`config.mk`:
```
export PLATFORM = sky130hd
export DESIGN_NAME = ex_hazard_controller
export DESIGN_NICKNAME = d
export VERILOG_FILES = /design/src/rtl/ex_hazard_controller_pkg.sv /design/src/rtl/ex_hazard_controller_hazard_match.sv /design/src/rtl/ex_hazard_controller.sv
export SDC_FILE = /design/constraint.sdc
export NUM_CORES = 1
export LEC_CHECK = 0
export ABC_AREA = 0
export BUFFER_PORTS_ARGS = -buffer_cell sky130_fd_sc_hd__buf_2
export CORE_UTILIZATION = 40
export DETAILED_ROUTE_END_ITERATION = 7
export GPL_TIMING_DRIVEN = 0
export PLACE_DENSITY = 0.76
export SLEW_MARGIN = 15
export SYNTH_ARGS = -nofsm -noshare
export SYNTH_HDL_FRONTEND = slang
export SYNTH_HIERARCHICAL = 1
export SYNTH_SLANG_ARGS = --single-unit
```
`constraint.sdc`:
```
create_clock -name clk -period 3.95 [get_ports clk]
set_input_delay 1.185 -clock clk [delete_from_list [all_inputs] [get_ports clk]]
set_output_delay 1.185 -clock clk [all_outputs]
set_load 0.05 [all_outputs]
```
`src/rtl/ex_hazard_controller_pkg.sv`:
```
// ex_hazard_controller_pkg
//   Shared encodings for the execute-stage hazard controller: operand
//   select codes for the two EX operand muxes, the bubble defaults the
//   select registers load when EX receives no instruction, and the
//   sequencing FSM states.
//   Optional feature macro used by the top level: HAZARD_STATS_EN.
package ex_hazard_controller_pkg;

    // Operand-1 mux select codes
    localparam logic [1:0] SEL1_PC   = 2'd0;
    localparam logic [1:0] SEL1_A    = 2'd1;
    localparam logic [1:0] SEL1_FWD  = 2'd2;
    localparam logic [1:0] SEL1_ZERO = 2'd3;

    // Operand-2 mux select codes
    localparam logic [1:0] SEL2_B    = 2'd0;
    localparam logic [1:0] SEL2_TWO  = 2'd1;
    localparam logic [1:0] SEL2_IMM  = 2'd2;
    localparam logic [1:0] SEL2_FWD  = 2'd3;

    // Select values loaded when a bubble enters EX
    localparam logic [1:0] SEL1_BUBBLE = SEL1_A;
    localparam logic [1:0] SEL2_BUBBLE = SEL2_B;

    // Stall cycles needed for a load-use hazard (load in EX) and for a
    // distance-2 producer (in MEM)
    localparam logic [1:0] NEED_NONE = 2'd0;
    localparam logic [1:0] NEED_MEM  = 2'd1;
    localparam logic [1:0] NEED_LOAD = 2'd2;

    typedef enum logic {
        ST_RUN   = 1'b0,
        ST_STALL = 1'b1
    } hz_state_t;

endpackage

```
`src/rtl/ex_hazard_controller_hazard_match.sv`:
```
// hazard_match
//   Combinational compare of one in-flight destination record against the
//   two source operands of the instruction in ID. Register 0 never matches.
//   Ports:
//     i_rec_valid, i_rec_rd, i_rec_regwrite : in-flight record fields
//     i_rs1/i_use_rs1, i_rs2/i_use_rs2      : ID source addresses and uses
//     o_match1, o_match2                    : per-source match flags
module hazard_match
    import ex_hazard_controller_pkg::*;
#(
    parameter int unsigned REG_AW = 4
) (
    input  logic              i_rec_valid,
    input  logic [REG_AW-1:0] i_rec_rd,
    input  logic              i_rec_regwrite,
    input  logic [REG_AW-1:0] i_rs1,
    input  logic              i_use_rs1,
    input  logic [REG_AW-1:0] i_rs2,
    input  logic              i_use_rs2,
    output logic              o_match1,
    output logic              o_match2
);

    logic w_rec_live;

    always_comb begin
        w_rec_live = i_rec_valid && i_rec_regwrite;
        o_match1   = w_rec_live && i_use_rs1 && (i_rs1 != '0) && (i_rec_rd == i_rs1);
        o_match2   = w_rec_live && i_use_rs2 && (i_rs2 != '0) && (i_rec_rd == i_rs2);
    end

endmodule

```
`src/rtl/ex_hazard_controller.sv`:
```
// ex_hazard_controller
//   Execute-stage sequencer for the 16-bit 5-stage pipeline. Tracks the
//   destinations of the instructions in EX and MEM, produces registered
//   operand-select codes for the EX muxes (with EX->EX forwarding of a
//   non-load result), stalls IF/ID with bubble injection on hazards that
//   forwarding cannot cover, and flushes younger instructions on a taken
//   branch.
//   Ports:
//     clk, rst                     : clock, synchronous active-high reset
//     id_*                         : decoded fields of the instruction in ID
//     ex_branch_taken              : branch resolved taken in EX
//     aluin1_sel, aluin2_sel       : registered EX operand selects
//     stall, flush_if_id,
//     flush_id_ex                  : combinational pipeline controls
//   Optional feature: define HAZARD_STATS_EN to add saturating counters
//     stall_cycles[15:0] and flush_events[15:0].
module ex_hazard_controller
    import ex_hazard_controller_pkg::*;
#(
    parameter int unsigned REG_AW = 4,
    parameter int unsigned CNT_W  = 2
) (
    input  logic              clk,
    input  logic              rst,
    input  logic              id_valid,
    input  logic [REG_AW-1:0] id_rs1,
    input  logic [REG_AW-1:0] id_rs2,
    input  logic              id_use_rs1,
    input  logic              id_use_rs2,
    input  logic [1:0]        id_src1,
    input  logic [1:0]        id_src2,
    input  logic [REG_AW-1:0] id_rd,
    input  logic              id_regwrite,
    input  logic              id_memread,
    input  logic              ex_branch_taken,
    output logic [1:0]        aluin1_sel,
    output logic [1:0]        aluin2_sel,
    output logic              stall,
    output logic              flush_if_id,
`ifdef HAZARD_STATS_EN
    output logic [15:0]       stall_cycles,
    output logic [15:0]       flush_events,
`endif
    output logic              flush_id_ex
);

    typedef struct packed {
        logic              valid;
        logic [REG_AW-1:0] rd;
        logic              regwrite;
        logic              memread;
    } ex_rec_t;

    // The load flag is only consulted while the producer sits in EX, so
    // the MEM copy does not carry it.
    typedef struct packed {
        logic              valid;
        logic [REG_AW-1:0] rd;
        logic              regwrite;
    } mem_rec_t;

    ex_rec_t          r_ex_rec;
    mem_rec_t         r_mem_rec;
    hz_state_t        r_state;
    hz_state_t        w_state_nxt;
    logic [CNT_W-1:0] r_stall_cnt;
    logic [CNT_W-1:0] w_stall_cnt_nxt;
    logic [1:0]       r_aluin1_sel;
    logic [1:0]       r_aluin2_sel;

    logic       w_ex_m1;
    logic       w_ex_m2;
    logic       w_mem_m1;
    logic       w_mem_m2;
    logic [1:0] w_need;
    logic       w_fwd1;
    logic       w_fwd2;
    logic [1:0] w_sel1_nxt;
    logic [1:0] w_sel2_nxt;
    logic       w_bubble;

    hazard_match #(.REG_AW(REG_AW)) u_match_ex (
        .i_rec_valid    (r_ex_rec.valid),
        .i_rec_rd       (r_ex_rec.rd),
        .i_rec_regwrite (r_ex_rec.regwrite),
        .i_rs1          (id_rs1),
        .i_use_rs1      (id_use_rs1),
        .i_rs2          (id_rs2),
        .i_use_rs2      (id_use_rs2),
        .o_match1       (w_ex_m1),
        .o_match2       (w_ex_m2)
    );

    hazard_match #(.REG_AW(REG_AW)) u_match_mem (
        .i_rec_valid    (r_mem_rec.valid),
        .i_rec_rd       (r_mem_rec.rd),
        .i_rec_regwrite (r_mem_rec.regwrite),
        .i_rs1          (id_rs1),
        .i_use_rs1      (id_use_rs1),
        .i_rs2          (id_rs2),
        .i_use_rs2      (id_use_rs2),
        .o_match1       (w_mem_m1),
        .o_match2       (w_mem_m2)
    );

    // Stall requirement and forwarding decisions for the instruction in ID
    always_comb begin
        w_need = NEED_NONE;
        if (id_valid) begin
            if ((w_ex_m1 || w_ex_m2) && r_ex_rec.memread) begin
                w_need = NEED_LOAD;
            end else if (w_mem_m1 || w_mem_m2) begin
                w_need = NEED_MEM;
            end
        end

        // Only a non-load EX producer can be forwarded, and only into the
        // mux input that would otherwise read the register file.
        w_fwd1     = w_ex_m1 && !r_ex_rec.memread && (id_src1 == SEL1_A);
        w_fwd2     = w_ex_m2 && !r_ex_rec.memread && (id_src2 == SEL2_B);
        w_sel1_nxt = w_fwd1 ? SEL1_FWD : id_src1;
        w_sel2_nxt = w_fwd2 ? SEL2_FWD : id_src2;
        w_bubble   = flush_id_ex || !id_valid;
    end

    // Sequencing FSM: next state and pipeline controls
    always_comb begin
        w_state_nxt     = r_state;
        w_stall_cnt_nxt = r_stall_cnt;
        stall           = 1'b0;
        flush_if_id     = 1'b0;
        flush_id_ex     = 1'b0;

        if (ex_branch_taken) begin
            // A taken branch discards the ID instruction, so any stall
            // in progress is abandoned.
            flush_if_id     = 1'b1;
            flush_id_ex     = 1'b1;
            w_state_nxt     = ST_RUN;
            w_stall_cnt_nxt = '0;
        end else begin
            unique case (r_state)
                ST_RUN: begin
                    if (w_need != NEED_NONE) begin
                        stall           = 1'b1;
                        flush_id_ex     = 1'b1;
                        w_stall_cnt_nxt = CNT_W'(w_need - 2'd1);
                        w_state_nxt     = ((w_need - 2'd1) != 2'd0) ? ST_STALL : ST_RUN;
                    end
                end
                ST_STALL: begin
                    stall       = 1'b1;
                    flush_id_ex = 1'b1;
                    if (r_stall_cnt <= CNT_W'(1)) begin
                        w_stall_cnt_nxt = '0;
                        w_state_nxt     = ST_RUN;
                    end else begin
                        w_stall_cnt_nxt = r_stall_cnt - CNT_W'(1);
                    end
                end
                default: begin
                    w_state_nxt     = ST_RUN;
                    w_stall_cnt_nxt = '0;
                end
            endcase
        end
    end

    always_ff @(posedge clk) begin
        if (rst) begin
            r_state     <= ST_RUN;
            r_stall_cnt <= '0;
        end else begin
            r_state     <= w_state_nxt;
            r_stall_cnt <= w_stall_cnt_nxt;
        end
    end

    // In-flight destination records
    always_ff @(posedge clk) begin
        if (rst) begin
            r_ex_rec  <= '0;
            r_mem_rec <= '0;
        end else begin
            r_mem_rec.valid    <= r_ex_rec.valid;
            r_mem_rec.rd       <= r_ex_rec.rd;
            r_mem_rec.regwrite <= r_ex_rec.regwrite;
            if (flush_id_ex) begin
                r_ex_rec <= '0;
            end else begin
                r_ex_rec.valid    <= id_valid;
                r_ex_rec.rd       <= id_rd;
                r_ex_rec.regwrite <= id_regwrite;
                r_ex_rec.memread  <= id_memread;
            end
        end
    end

    // Registered EX operand selects
    always_ff @(posedge clk) begin
        if (rst || w_bubble) begin
            r_aluin1_sel <= SEL1_BUBBLE;
            r_aluin2_sel <= SEL2_BUBBLE;
        end else begin
            r_aluin1_sel <= w_sel1_nxt;
            r_aluin2_sel <= w_sel2_nxt;
        end
    end

    assign aluin1_sel = r_aluin1_sel;
    assign aluin2_sel = r_aluin2_sel;

`ifdef HAZARD_STATS_EN
    logic [15:0] r_stall_cycles;
    logic [15:0] r_flush_events;

    always_ff @(posedge clk) begin
        if (rst) begin
            r_stall_cycles <= '0;
            r_flush_events <= '0;
        end else begin
            if (stall && (r_stall_cycles != '1)) begin
                r_stall_cycles <= r_stall_cycles + 16'd1;
            end
            if (ex_branch_taken && (r_flush_events != '1)) begin
                r_flush_events <= r_flush_events + 16'd1;
            end
        end
    end

    assign stall_cycles = r_stall_cycles;
    assign flush_events = r_flush_events;
`endif

endmodule

```
==> impl_metrics.yaml <==
setup_path:
  rr_startpoint: "r_ex_rec[3]$_SDFF_PP0_"
  r2r_slack_ps: 1340
  crit_arrival_ps: 2870
  end_kind: "output pin"
  start_kind: "input pin"
  setup.worst_path.start: "id_rs1[0]"
  setup.worst_path.end: "stall"
  critPathRequiredTime_ps: 2760
  reg2regPathDepth: 10
  r2r_end: "aluin2_sel[1]$_SDFF_PP0_"
  worstSetupPathType: "input pin to output pin"
  crit_path_max_fanout: 3
logic_synthesis:
  synth-seq-cells: 20
  synthXorXnorAreaFrac: 0.109
  synth_top_area_share: 0.413
  synth.distinct_cells: 30
  synthAdderAreaFrac: 0.0129
  synth_compound_area_frac: 0.146
  avgSynthCellArea_um2: 9.68
  yosysWarnings: 6
  yosysTopAreaCell: "dfxtp_1"
  netlist_instances: 100
  synth-simple-area-share: 0.267
  synth_edf_count: 0
  synthesis.nets: 125
  synth_area_leaders: "dfxtp_1 41%, xor2_1 7.2%, a2111oi_2 6.2%"
  synthArstFlopShare: 0
  synth_top_family_by_area: "simple AND/OR/NAND/NOR gates"
  synth_area_um2: 968
  muxShareOfSynthArea: 0.0116
  yosysSeqAreaShare: 0.413
  ys.flop_type: "dfxtp_1"
power_and_ir_drop:
  power.total_mw: 0.446
  netSwitchingPower_mw: 0.105
  p_comb_frac: 0.152
  p_per_area_nw_per_um2: 318
  seqPwrFrac: 0.476
  vdd_drop_max_mv: 0.260
  p_sw_frac: 0.235
  clkPwrFrac: 0.372
  leakagePower_nw: 0.549
  p_int_mw: 0.341
floorplan:
  die_area_um2: 2620
  fp.dieH_um: 51.2
  num_rows: 17
  start_util: 0.430
  die_x_um: 51.2
  core_area_um2: 2250
  io_pins: 31
clocking:
  cts_tree: "done"
  clock_latency_ps: 300
  cts_max_level: 1
  ctsLongestPathBuffers: 2
  postCtsHoldBufs: 0
  root_buffer: "clkbuf_4"
  clkSinkCount: 20
  numCtsBuffers: 3
  clk_pin_slew_ps: 110
detailed_routing:
  vias: 882
  first_pass_iters: 4
  viasPerCell: 5.28
  drc_errors: 0
  wl_per_cell_um: 14.3
  final_antenna_net_count: 0
  drt-initial-drc-count: 8
  wl_um: 2390
finish:
  ff_latch_area_um2: 400
  num-nets-final: 165
  fillers: 200
  antenna_cells: 0
  layout_commonest_cell: "buf_2"
  area_growth_pct: 44.8
  multiInputGateArea_um2: 643
  final_cell_mix: "24 x buf_2, 20 x dfxtp_1, 8 x xor2_1"
  drive_gt1_frac: 0.432
  layout.cells.non_filler: 167
sta:
  rsz0062_at_grt: "true"
  min_period_over_period: 1.03
  fmax_mhz: 247
  finalSetupTns_ps: -190
  worst_slew_pin_slew_ps: 457
  setup_viol: 2
  hold_ws_ps: 501
  finClkSkew_ps: 2.17
  setup_ws_ps: -105
  slew_headroom: 0.694
  hold_viol: 0
  slew_violations: 0
  min_period_ps: 4050
global_routing:
  grt_pass1_wl_um: 3530
  grt_max_degree: 13
  track_usage: 0.189
  grt_overflow: 0
  antenna_found_initial: 0
  grt_pass1_vias: 867
placement:
  placed_cells: 157
  hpwl_um: 1660
  place.gp.congestion: 0.810
  port_buffers: 29
outcome:
  violations: "negative setup slack"
  status: "finished with violations"
flow_run:
  cap_violations: 0
worst_hold_path:
  hp-class: "register to register"
state kept, by name (all words and copies together) (netlist names):
register / count
aluin1_sel: 2
aluin2_sel: 2
r_ex_rec: 7
r_mem_rec: 6
r_stall_cnt: 2
r_state: 1
critical path, cell delays in order:
cell and delay, ps:
buf_8 80, buf_6 100, nor3_2 40, or3_4 380
a2111oi_4 340, o21a_1 200, nand2_2 80, ha_4 190
a21oi_4 110, buf_6 160
power by group through the flow:
stage	sequential (mW)	clock [mW]	combinational, mW
floorplan	0.219	0	0.0293
global placement	0.216	0	0.0531
detailed placement	0.216	0	0.0553
CTS	0.212	0.168	0.0620
global route	0.213	0.181	0.0722
finish	0.212	0.166	0.0678
worst min-delay path by stage:
stage                                 from                 endpoint  slack (ps)  depth (start not counted)
floorplan           r_ex_rec[1]$_SDFF_PP0_  r_mem_rec[0]$_SDFF_PP0_         460                          1
global placement    r_ex_rec[6]$_SDFF_PP0_  r_mem_rec[5]$_SDFF_PP0_         470                          1
detailed placement  r_ex_rec[1]$_SDFF_PP0_  r_mem_rec[0]$_SDFF_PP0_         480                          1
CTS                 r_ex_rec[1]$_SDFF_PP0_  r_mem_rec[0]$_SDFF_PP0_         500                          1
global route        r_ex_rec[6]$_SDFF_PP0_  r_mem_rec[5]$_SDFF_PP0_         520                          1
finish              r_ex_rec[6]$_SDFF_PP0_  r_mem_rec[5]$_SDFF_PP0_         500                          1
synthesized netlist by cell type (all sizes together), types with 2 or more instances:
cell     instances
dfxtp           20
xor2             8
nand2            7
nor3             7
and2             6
nor2b            6
a2111oi          4
inv              4
nand4            4
or3              4
xnor2            4
a21oi            3
nand3b           3
a31oi            2
buf              2
nand3            2
nor2             2
o21a             2
o21ai            2
routing by layer:
| layer | part of all wire | track usage | up-vias |
|---|---|---|---|
| met4 | 0.015 | 0.0926 | 0 |
| met1 | 0.38 | 0.193 | 425 |
| met5 | 0 | 0 | - |
| met2 | 0.56 | 0.360 | 22 |
| met3 | 0.034 | 0.0387 | 4 |
| li1 | - | - | 431 |
final cells by class:
class,instances,share of cell area
buffer,3,0.0169
clock buffer,3,0.0161
clock inverter,1,0.0214
inverter,4,0.0107
multi-input combinational,73,0.459
sequential,20,0.285
tap,28,0.0250
timing repair buffer,35,0.166
cells by family (layout without fill, tap and decap cells):
logic type / Yosys count / count (layout)
muxes: 1 / 1
DFF: 20 / 20
xor gates and xnor gates: 12 / 12
adders and majority gates: 1 / 1
buffers and inverters: 7 / 46
and+or+nand+nor: 43 / 43
AOI/OAI and AO/OA: 16 / 16
per-stage QoR:
step / utilization / cell area (um^2) / setup slack (ps)
2_1_floorplan: - / 1020 / 5.30
3_3_place_gp: 0.533 / 1200 / -215
3_5_place_dp: 0.533 / 1200 / -251
4_1_cts: 0.598 / 1350 / -118
5_1_grt: 0.622 / 1400 / -162
6_report: 0.622 / 1400 / -105
repair_timing:
action,CTS,global route
setup endpoints to repair,2,2
setup buffers,5,1
pin swaps,9,10
gates resized for setup,13,9
gates cloned,0,0
(Power assumes the default switching activity.)
